<file path="src/rtl/settings_write_scheduler.sv">
`default_nettype none
// ============================================================================
//  Module   : settings_write_scheduler
//  Brief    : Arbitrates SPI (buffered, no flow control) and preset-loader
//             (req/ack) writes onto the single settings-bank write bus, with
//             round-robin fairness and a minimum spacing between writes.
//             Drives IDLE_WORD whenever no write is issued.
//  Revision : 1.0 - initial release
// ============================================================================
module settings_write_scheduler #(
   parameter int          FIFO_DEPTH = 4,
   parameter int          GAP        = 2,
   parameter logic [15:0] IDLE_WORD  = 16'hF000
) (
   input  logic                          clk,
   input  logic                          rst,
   input  logic [15:0]                   spiWord,
   input  logic                          spiValid,
   output logic                          spiOverflow,
   input  logic [15:0]                   presetWord,
   input  logic                          presetReq,
   output logic                          presetAck,
   output logic [15:0]                   dataOut,
   output logic                          writeStrobe,
   output logic [$clog2(FIFO_DEPTH):0]   fifoCount,
   output logic                          busy
);

   localparam int AW = $clog2(FIFO_DEPTH);
   localparam int CW = AW + 1;
   localparam int GW = (GAP > 1) ? $clog2(GAP) : 1;

   localparam logic [CW-1:0] DEPTH_C  = CW'(FIFO_DEPTH);
   localparam logic [GW-1:0] GAP_LOAD = GW'(GAP - 1);

   // Round-robin pointer encoding: which requester wins a tie next
   localparam logic [0:0] FAV_SPI    = 1'b0;
   localparam logic [0:0] FAV_PRESET = 1'b1;

   logic [15:0]   mem_q [FIFO_DEPTH];
   logic [AW-1:0] rd_ptr_q, rd_ptr_d;
   logic [AW-1:0] wr_ptr_q, wr_ptr_d;
   logic [CW-1:0] count_q, count_d;
   logic [GW-1:0] gap_q, gap_d;
   logic [0:0]    rr_q, rr_d;
   logic [15:0]   data_out_q, data_out_d;
   logic          strobe_q, strobe_d;
   logic          ack_q, ack_d;
   logic          ovf_q, ovf_d;

   logic          ready;
   logic          cand_a;
   logic          cand_b;
   logic          grant_a;
   logic          grant_b;
   logic          push;

   // Arbitration, FIFO bookkeeping and next output word
   always_comb begin
      ready   = (gap_q == '0);
      cand_a  = (count_q != '0);
      // A request still held during its own ack cycle must not issue twice
      cand_b  = presetReq && !ack_q;
      grant_a = ready && cand_a && (!cand_b || (rr_q == FAV_SPI));
      grant_b = ready && cand_b && (!cand_a || (rr_q == FAV_PRESET));

      // A full FIFO still accepts a word when the head leaves on the same edge
      push    = spiValid && ((count_q < DEPTH_C) || grant_a);

      rd_ptr_d   = rd_ptr_q;
      wr_ptr_d   = wr_ptr_q;
      count_d    = count_q + CW'(push) - CW'(grant_a);
      gap_d      = gap_q;
      rr_d       = rr_q;
      data_out_d = IDLE_WORD;
      strobe_d   = 1'b0;
      ack_d      = 1'b0;
      ovf_d      = spiValid && !push;

      if (push) begin
         wr_ptr_d = wr_ptr_q + AW'(1);
      end

      if (grant_a) begin
         rd_ptr_d   = rd_ptr_q + AW'(1);
         data_out_d = mem_q[rd_ptr_q];
         strobe_d   = 1'b1;
         rr_d       = FAV_PRESET;
      end else if (grant_b) begin
         data_out_d = presetWord;
         strobe_d   = 1'b1;
         ack_d      = 1'b1;
         rr_d       = FAV_SPI;
      end

      if (grant_a || grant_b) begin
         gap_d = GAP_LOAD;
      end else if (!ready) begin
         gap_d = gap_q - GW'(1);
      end
   end

   // FIFO storage; stale contents are harmless because reset clears the pointers
   always_ff @(posedge clk) begin
      if (push) begin
         mem_q[wr_ptr_q] <= spiWord;
      end
   end

   // Scheduler state and registered bus outputs
   always_ff @(posedge clk or posedge rst) begin
      if (rst) begin
         rd_ptr_q   <= '0;
         wr_ptr_q   <= '0;
         count_q    <= '0;
         gap_q      <= '0;
         rr_q       <= FAV_SPI;
         data_out_q <= IDLE_WORD;
         strobe_q   <= 1'b0;
         ack_q      <= 1'b0;
         ovf_q      <= 1'b0;
      end else begin
         rd_ptr_q   <= rd_ptr_d;
         wr_ptr_q   <= wr_ptr_d;
         count_q    <= count_d;
         gap_q      <= gap_d;
         rr_q       <= rr_d;
         data_out_q <= data_out_d;
         strobe_q   <= strobe_d;
         ack_q      <= ack_d;
         ovf_q      <= ovf_d;
      end
   end

   assign dataOut     = data_out_q;
   assign writeStrobe = strobe_q;
   assign presetAck   = ack_q;
   assign spiOverflow = ovf_q;
   assign fifoCount   = count_q;
   assign busy        = (count_q != '0) || presetReq || (gap_q != '0);

endmodule
`default_nettype wire

</file>
<file path="config.mk">
export PLATFORM = sky130hd
export DESIGN_NAME = settings_write_scheduler
export DESIGN_NICKNAME = d
export VERILOG_FILES = /design/src/rtl/settings_write_scheduler.sv
export SDC_FILE = /design/constraint.sdc
export NUM_CORES = 1
export LEC_CHECK = 0
export BUFFER_PORTS_ARGS = -buffer_cell sky130_fd_sc_hd__buf_4
export CORE_MARGIN = 1
export CORE_UTILIZATION = 30
export DETAILED_ROUTE_END_ITERATION = 8
export PLACE_DENSITY = 0.51
export REMOVE_ABC_BUFFERS = 1
export SLEW_MARGIN = 20
export SYNTH_ARGS = -nofsm -noshare
export SYNTH_HDL_FRONTEND = slang
export SYNTH_SLANG_ARGS = --single-unit
</file>
<file path="constraint.sdc">
create_clock -name clk -period 3.7 [get_ports clk]
set_clock_uncertainty 0.2 [all_clocks]
set_input_delay 0 -clock clk [delete_from_list [all_inputs] [get_ports clk]]
set_output_delay 0 -clock clk [all_outputs]
set_load 0.005 [all_outputs]
</file>
======== Word level (Yosys, flattened, before mapping) ========
Memory sizes are Yosys's and may differ from the RTL's.
Cells that the tools add are included.
W data, S select, Z words.
cells by class
  add/sub/neg operators ................... 5
  multipliers ............................. 0
  divide/modulo/power cells ............... 0
  magnitude comparators ................... 1
  equality and inequality tests ........... 0
  shifts and indexed selects .............. 0
  multiplexer cells ....................... 11
  bitwise gates (word level) .............. 2
  reductions and logical operators ........ 19
operators by type and width
  operator               number
  $mux W16               2
  $mux W1                9
  $logic_and A1 B1 Y1    7
  $logic_or A1 B1 Y1     6
  $add A2 B1 Y2 const B  2
  $logic_not A1 Y1       4
  $add A3 B1 Y3          1
  $lt A3 B3 Y1 const B   1
  $reduce_bool A3 Y1     1
  $sub A3 B1 Y3          1
  $not A1 Y1             2
  $reduce_bool A2 Y1     1
  $sub A1 B1 Y1 const B  1
storage, ports and cells
  flip-flop bits (word level) ............. 28
  latch bits .............................. 0
  RAM bits ................................ 64
  memory bits (read-only) ................. 0
  input port bits ......................... 36
  output and inout bits ................... 23
  logic and storage cells ................. 48
  memories ................................ 1
memory list
  name   depth  width  read ports  clocked after memory_dff  wr ports  RTL line  source
  mem_q  4      16     1           0                         1         40        logic [15:0] mem_q [FIFO_DEPTH];

======== Longest topological paths before layout ========
Gate-level depths: netlist of run 1.
  depth after elaboration ................. 9
  mapped depth ............................ 11
  gate-level depth less buffers ........... 9

======== Least setup slack after synthesis of run 1 ========
OpenSTA, ideal clock, no wires.
  path type ............................... register -> register
  start point ............................. register count_q[1], in the netlist fifoCount[1]
  end point ............................... register count_q[2], in the netlist fifoCount[2]
  arrival ................................. 2.243 ns
  slack ................................... 1.134 ns
  stages on the path, launching flop included .. 12
  buffers on the path ..................... 2
  period minus slack after synthesis ...... 2.566 ns
  cell sequence ........................... dfrtp_1 > nor3_4 > or3_1 > buf_6 > buf_6 > inv_2 > ha_1 > inv_1 > ha_1 > fa_1 > xnor2_1 > xnor2_1
between the ends
  word-level cells in the longest chain between the ends .. 7
ends and longest elaborated chain
  item                                RTL line  source
  from (decl)                         43        logic [CW-1:0] count_q, count_d;
  from (signal assigned)              125       count_q <= count_d;
  $reduce_bool A3 Y1 *                61        cand_a = (count_q != '0);
  $logic_and A1 B1 Y1 * (2 in a row)  64        grant_a = ready && cand_a && (!cand_b || (rr_q == FAV_SPI));
  via grant_a                         54        logic grant_a;
  $logic_or A1 B1 Y1                  68        push = spiValid && ((count_q < DEPTH_C) || grant_a);
  $logic_and A1 B1 Y1                 68
  $add A3 B1 Y3                       72        count_d = count_q + CW'(push) - CW'(grant_a);
  $sub A3 B1 Y3 *                     72
  via count_d[2]                      43
Mark *: on every way through the listed nets, which the timed path passes. The rest lies on a longest branch.
A chain may end at the register's enable or synchronous reset.

======== Worst setup path after layout of run 1 ========
  start point ............................. register rr_q
  end point ............................... register count_q[2], in the netlist fifoCount[2]
between the ends
  word-level cells in the longest chain between the ends .. 7
ends and longest elaborated chain
  item                    RTL line  source
  from (decl)             45        logic [0:0] rr_q, rr_d;
  from (signal assigned)  127       rr_q <= rr_d;
  $not A1 Y1 *            64
  $logic_or A1 B1 Y1 *    64
  $logic_and A1 B1 Y1 *   64
  $logic_or A1 B1 Y1      68
  $logic_and A1 B1 Y1     68
  $add A3 B1 Y3           72
  $sub A3 B1 Y3 *         72
  via count_d[2]          43
Marks and branches as above.

==> results of run 1 <==
==> worst min-delay path by stage <==
stage	start	to	slack (ps)
after detailed placement	rst	dataOut[4]	-80
after CTS	rst	dataOut[0]	120
after global placement	rst	dataOut[4]	-90
after global routing	rst	dataOut[4]	140
after floorplan	rst	dataOut[0]	-150
final	rst	dataOut[0]	100
==> worst max-delay path: stages (launching register included) <==
cell and delay [ps]:
dfrtp_1 420, and3b_4 230, o22ai_2 270, inv_1 90
ha_1 280, inv_1 40, ha_1 180, fa_1 380
xnor2_1 140, xnor2_1 130
==> final cells by class <==
class | instances | area share (%)
clock buffer | 9 | 4.60
clock inverter | 7 | 1.38
tap | 147 | 3.75
timing repair buffer | 98 | 16.8
inverter | 33 | 2.53
multi-input combinational | 65 | 17.8
sequential | 91 | 53.1
==> per-stage QoR <==
step / power (mW) / instances / util (%) / area [um2]
CTS: 3.74 / 450 / 41.0 / 4900
finish: 3.66 / 450 / 41.0 / 4900
global route: 3.89 / 450 / 41.0 / 4900
floorplan: 2.33 / 189 / - / 3600
global placement: 2.78 / 398 / 35.5 / 4250
detailed placement: 2.79 / 398 / 35.5 / 4250
==> repair_timing <==
action | in CTS | in global routing
endpoints found under the hold margin | 112 | 0
buffers inserted | 0 | 0
hold buffers | 36 | 0
resized for setup | 0 | 0
==> registers in the layout, indices dropped and copies added, names as in the netlist <==
register	cells
fifoCount	3
mem_q	64
spiOverflow	1
rr_q	1
wr_ptr_q	2
rd_ptr_q	2
gap_q	1
presetAck	1
dataOut	16
==> metal layers <==
metal  vias up  wire [um]  track usage [%]
met2        44       3430             19.4
met5         -          0                0
li1        939          -                -
met4         0         74             4.80
met3         7        252             2.92
met1      1004       3290             15.6
==> logic make-up (layout without fill, tap and decap cells) <==
logic type	count (synthesis)	count (layout)	share of synthesized area, %
buffers and inverters	43	147	5.22
muxes	17	17	10.1
xor gates and xnor gates	5	5	1.19
and+or+nand+nor	14	14	2.66
DFF	91	91	71.0
adders and majority gates	7	7	2.59
AOI/OAI and AO/OA	22	22	7.20
==> placed cells by master (no fill, tap or decap), types with 2 or more instances in the layout <==
cell type and n:
and2_1 4, buf_4 62, clkbuf_16 9, clkinv_1 9, clkinv_2 2, clkinvlp_4 2
dfrtp_1 23, dfstp_2 4, dlygate4sd3_1 36, edfxtp_1 64, ha_1 6, inv_1 24
mux4_2 16, nand2b_1 2, nor2_1 2, o32a_1 4, o32ai_1 3, o32ai_2 9
xnor2_1 4
==> where the power goes <==
group          switching [mW]  internal [mW]
Combinational           0.576          0.619
Clock                   0.376          0.521
Sequential              0.155           1.41
==> flow_metrics.env, run 1 <==
export IMPL_ant_nets=0
export IMPL_fmax_ghz=0.408
export IMPL_regToRegEndpoint="fifoCount[2]"
export IMPL_final_nets=341
export IMPL_p_leak_nw=1.92
export IMPL_io_buffers=58
export IMPL_synth_area_leaders="edfxtp_1, dfrtp_1, mux4_2"
export IMPL_drv_slew=0
export IMPL_clk_pin_slew_worst_paths_ps=70
export IMPL_synth_edf_count=64
export IMPL_synth_top_area_share_pct=52.4
export IMPL_vias_per_cell=4.43
export IMPL_core_um2=12000
export IMPL_grt_max_degree=28
export IMPL_synth_flop_cell="edfxtp_1"
export IMPL_cts_root_buf="clkbuf_16"
export IMPL_initial_core_util_pct=30.6
export IMPL_p_per_area_nw_per_um2=747
export IMPL_drt_iter0_drc=122
export IMPL_synth_area_leader_cell="edfxtp_1"
export IMPL_gp_congestion=0.704
export IMPL_netlist_area_um2=3670
export IMPL_num_rows=40
export IMPL_synth_seq_cells=91
export IMPL_ios=59
export IMPL_clock_latency_ps=330
export IMPL_antenna_cells=0
export IMPL_post_route_drc_count=1
export IMPL_antenna_found_initial=0
export IMPL_start_kind="flip-flop"
export IMPL_r2r_start="rr_q"
export IMPL_rsz0062_at_grt="false"
export IMPL_hold_violations=0
export IMPL_status="complete, but fails checks"
export IMPL_syn_inst=199
export IMPL_die_w_um=113
export IMPL_post_drt_wl_per_cell_um=15.7
export IMPL_whs_ps=102
export IMPL_crit_start="rr_q"
export IMPL_peakVddDrop_v=0.000240
export IMPL_crit_path_end_kind="flip-flop"
export IMPL_dieHeight_um=113
export IMPL_synthArstFlopShare_pct=29.7
export IMPL_cts_buffer_depth=2
export IMPL_yosysSeqAreaShare_pct=71.0
export IMPL_r2r_cells=9
export IMPL_yosysUniqueCellTypes=35
export IMPL_finalSetupViolCount=0
export IMPL_multi_input_area_um2=872
export IMPL_worstSetupEndpoint="fifoCount[2]"
export IMPL_cts_sinks=91
export IMPL_firstDrtPassIters=6
export IMPL_crit_fanout=7
export IMPL_syn_to_final_growth_pct=33.7
export IMPL_crit_type="reg -> reg"
export IMPL_required_ps=3720
export IMPL_dieArea_um2=12700
export IMPL_vias=1994
export IMPL_syn_avg_cell_area_um2=18.4
export IMPL_htreeDepth=3
export IMPL_reg2reg_slack_ps=1250
export IMPL_nFillCells=1101
export IMPL_tightest_slew_ps=1020
export IMPL_cts_buffers_inserted=9
export IMPL_arrival_ps=2470
export IMPL_tns_ps=0
export IMPL_ys_top_cells_by_count="edfxtp_1, inv_1, dfrtp_1, mux4_2, o32ai_2"
export IMPL_grt_overflow=0
export IMPL_hp_class="in -> async"
export IMPL_drt_total_wl_um=7050
export IMPL_violations="DRC"
export IMPL_drive_above_1_share_pct=36.6
export IMPL_yosysMostFrequentCell="edfxtp_1"
export IMPL_cts_tree="yes"
export IMPL_min_period_ps=2450
export IMPL_setup_slack_ps=1250
export IMPL_regArea_um2=2600
export IMPL_yosys_warnings=0
export IMPL_grt_usage_pct=12.0
export IMPL_grt_pass1_vias=2048
export IMPL_maxCapViolCount=0
export IMPL_slew_headroom_pct=31.9
export IMPL_grt_pass1_wl_um=11100
export IMPL_post_dp_hpwl_um=4300
export IMPL_fin_crit_sh_pct=66.3
export IMPL_post_place_ws_ps=1230
Power figures use the tool's default switching activity.
==> run 2: changes to the inputs <==
- ABC_AREA: default -> 1
- PLACE_DENSITY: 0.51 -> 0.52
- clock period: 3.7 -> 2 ns (I/O delays scaled with it)
==> run 2 against run 1 <==
  * The flow finishes with violations (setup timing)
  * Wire length up 21%
  * Register-to-register slack worse by 1400 ps
  * Sequential power up 73%
  * Combinational power rose to 2.6 times the previous value
  * Area after synthesis up 4.9%
  * Largest cell class unchanged
  * Largest power group is now combinational cells
  * Highest routed layer unchanged
==> flow_metrics.env, run 2 <==
export IMPL_synth_top_area_share_pct=50.0
export IMPL_post_route_drc_count=0
export IMPL_crit_type="reg -> reg"
export IMPL_start_kind="flip-flop"
export IMPL_regArea_um2=2600
export IMPL_vias_per_cell=4.12
export IMPL_final_common_cell="nand2_1"
export IMPL_grt_pass1_wl_um=13600
export IMPL_crit_fanout=2
export IMPL_post_drt_wl_per_cell_um=12.8
export IMPL_grt_pass1_vias=2682
export IMPL_syn_avg_cell_area_um2=10.7
export IMPL_dieHeight_um=115
export IMPL_setup_slack_ps=-146
export IMPL_largest_reg_flops=64
export IMPL_cts_buffers_inserted=9
export IMPL_antenna_found_initial=0
export IMPL_p_seq_share_pct=35.8
export IMPL_htreeDepth=3
export IMPL_peakVddDrop_v=0.000433
export IMPL_crit_path_end_kind="flip-flop"
export IMPL_min_period_ps=2150
export IMPL_syn_inst=359
export IMPL_vias=2755
export IMPL_drive_above_1_share_pct=30.0
export IMPL_cts_root_buf="clkbuf_16"
export IMPL_cp_common_cell="nand2_2"
export IMPL_syn_to_final_growth_pct=41.1
export IMPL_fin_area_um2=5430
export IMPL_finalSetupViolCount=1
export IMPL_die_w_um=115
export IMPL_slew_headroom_pct=72.8
export IMPL_grt_usage_pct=14.0
export IMPL_ant_nets=0
export IMPL_path_cells="inv_1, nand3_2, nand2_2, nand2_2, nand2_2, ha_4, inv_2, ha_4, fa_2, xnor2_2, xor2_1"
export IMPL_rsz0062_at_grt="true"
export IMPL_cp_buffers_inverters=2
export IMPL_grt_max_degree=28
export IMPL_place_area_um2=4630
export IMPL_final_nets=534
export IMPL_nFillCells=1238
export IMPL_p_leak_nw=2.52
export IMPL_ys_top_cells_by_count="nand2_1, edfxtp_1, inv_1, dfrtp_1, nand3_1"
export IMPL_cp_slowest_cell="fa_2"
export IMPL_drv_slew=0
export IMPL_hp_class="in -> async"
export IMPL_reg2reg_slack_ps=-150
export IMPL_gp_congestion=0.743
export IMPL_r2r_cells=11
export IMPL_clk_pin_slew_worst_paths_ps=60
export IMPL_core_um2=12600
export IMPL_hold_violations=0
export IMPL_antenna_cells=0
export IMPL_synth_area_leader_cell="edfxtp_1"
export IMPL_utilization_pct=43.2
export IMPL_yosysUniqueCellTypes=26
export IMPL_largest_register="mem_q"
export IMPL_violations="setup timing"
export IMPL_p_per_area_nw_per_um2=1390
export IMPL_drt_total_wl_um=8520
export IMPL_pwr_share_comb_pct=40.3
export IMPL_firstDrtPassIters=4
export IMPL_p_int_mw=5.08
export IMPL_fin_crit_sh_pct=107
export IMPL_total_power_mw=7.55
export IMPL_cts_sinks=91
export IMPL_dieArea_um2=13300
export IMPL_tightest_slew_ps=409
export IMPL_synth_flop_cell="edfxtp_1"
export IMPL_status="complete, but fails checks"
export IMPL_fmax_ghz=0.466
export IMPL_post_dp_hpwl_um=5390
export IMPL_synth_edf_count=64
export IMPL_timing_critical_path_max_delay_family="adder cells"
export IMPL_ios=59
export IMPL_multi_input_area_um2=1060
export IMPL_max_stage_delay_ps=360
export IMPL_synthArstFlopShare_pct=29.7
export IMPL_whs_ps=117
export IMPL_p_sw_share_pct=32.8
export IMPL_yosysSeqAreaShare_pct=67.6
export IMPL_required_ps=2020
export IMPL_p_switching_mw=2.48
export IMPL_yosysMostFrequentCell="nand2_1"
export IMPL_netlist_area_um2=3850
export IMPL_tns_ps=-146
export IMPL_io_buffers=58
export IMPL_cts_buffer_depth=2
export IMPL_layout_cells_most_common_list="nand2_1, buf_4, edfxtp_1"
export IMPL_num_rows=41
export IMPL_synth_area_leaders="edfxtp_1, dfrtp_1, nand2_1"
export IMPL_maxCapViolCount=0
export IMPL_clock_latency_ps=330
export IMPL_p_clk_share_pct=23.9
export IMPL_synth_seq_cells=91
export IMPL_cts_tree="yes"
export IMPL_grt_overflow=0
export IMPL_arrival_ps=2160
export IMPL_yosys_warnings=0
export IMPL_initial_core_util_pct=30.6
export IMPL_drt_iter0_drc=113
export IMPL_path_depth=11
## run 2: changes by cell type after synthesis, moves of 4 or more
| cell | delta |
|---|---|
| nand2_1 | +152 |
| nand3_1 | +22 |
| mux4_2 | -16 |
| or2_2 | +16 |
| inv_1 | +13 |
| o32ai_2 | -9 |
| clkinv_1 | -8 |
| and2_1 | -4 |
| o32a_1 | -4 |
## run 2: final timing paths
| kind | startpoint | endpoint |
|---|---|---|
| worst max-delay path | presetAck | fifoCount[2] |
| worst min register to register | wr_ptr_q[0] | wr_ptr_q[0] |
| worst min-delay path | rst | dataOut[2] |
| max in group asynchronous | rst | dataOut[15] |
| worst max register to register | presetAck | fifoCount[2] |
| min in group clk | presetReq | spiOverflow |
## run 2: metrics by stage
step                instances  setup slack, ps
finish                    668             -146
global route              668             -224
CTS                       663             -169
detailed placement        605             -184
global placement          605             -146
floorplan                 348             -300
## run 2: worst register-to-register path, cell delays in order, from the launching register on
cell	delay, ps
dfrtp_1	340
inv_1	50
nand3_2	110
nand2_2	80
nand2_2	80
nand2_2	80
ha_4	270
inv_2	40
ha_4	150
fa_2	360
xnor2_2	150
xor2_1	140
## run 2: logic make-up after synthesis
group,share of synthesized area [%]
and+or+nand+nor,22.8
xor gates and xnor gates,0.911
adders and majority gates,2.47
DFF,67.6
AOI/OAI and AO/OA,0.260
buffers and inverters,5.89
## run 2: power groups by stage
stage | clock network [mW] | logic, mW | registers [mW]
floorplan | 0 | 1.37 | 2.88
global placement | 0 | 2.70 | 2.73
detailed placement | 0 | 2.74 | 2.74
CTS | 1.86 | 3.02 | 2.71
global route | 1.95 | 3.47 | 2.75
finish | 1.80 | 3.04 | 2.71
## run 2: area by class of cell
type                    instances  area share [%]
clock buffers                  12            4.54
clock inverters                 4            1.36
inverters                      40            2.81
multi-input cells             217            19.5
flip-flops and latches         91            47.9
well taps                     172            3.96
repair buffers                132            19.9
## run 2: layer usage
layer | global-route usage [%] | vias up | part of all wire, % | wire (um)
li1 | - | 1399 | - | -
met1 | 17.7 | 1283 | 45 | 3830
met2 | 23.1 | 64 | 50 | 4230
met3 | 3.16 | 9 | 3.9 | 336
met4 | 6.15 | 0 | 1.5 | 124
met5 | 0 | - | 0 | 0
## run 2: repair_timing
item | CTS | global route
gates resized for setup | 7 | 2
pin swaps | 6 | 6
endpoints found under the hold margin | 111 | 0
endpoints found under the setup margin | 1 | 2
setup buffers | 7 | 5
hold buffers | 35 | 0
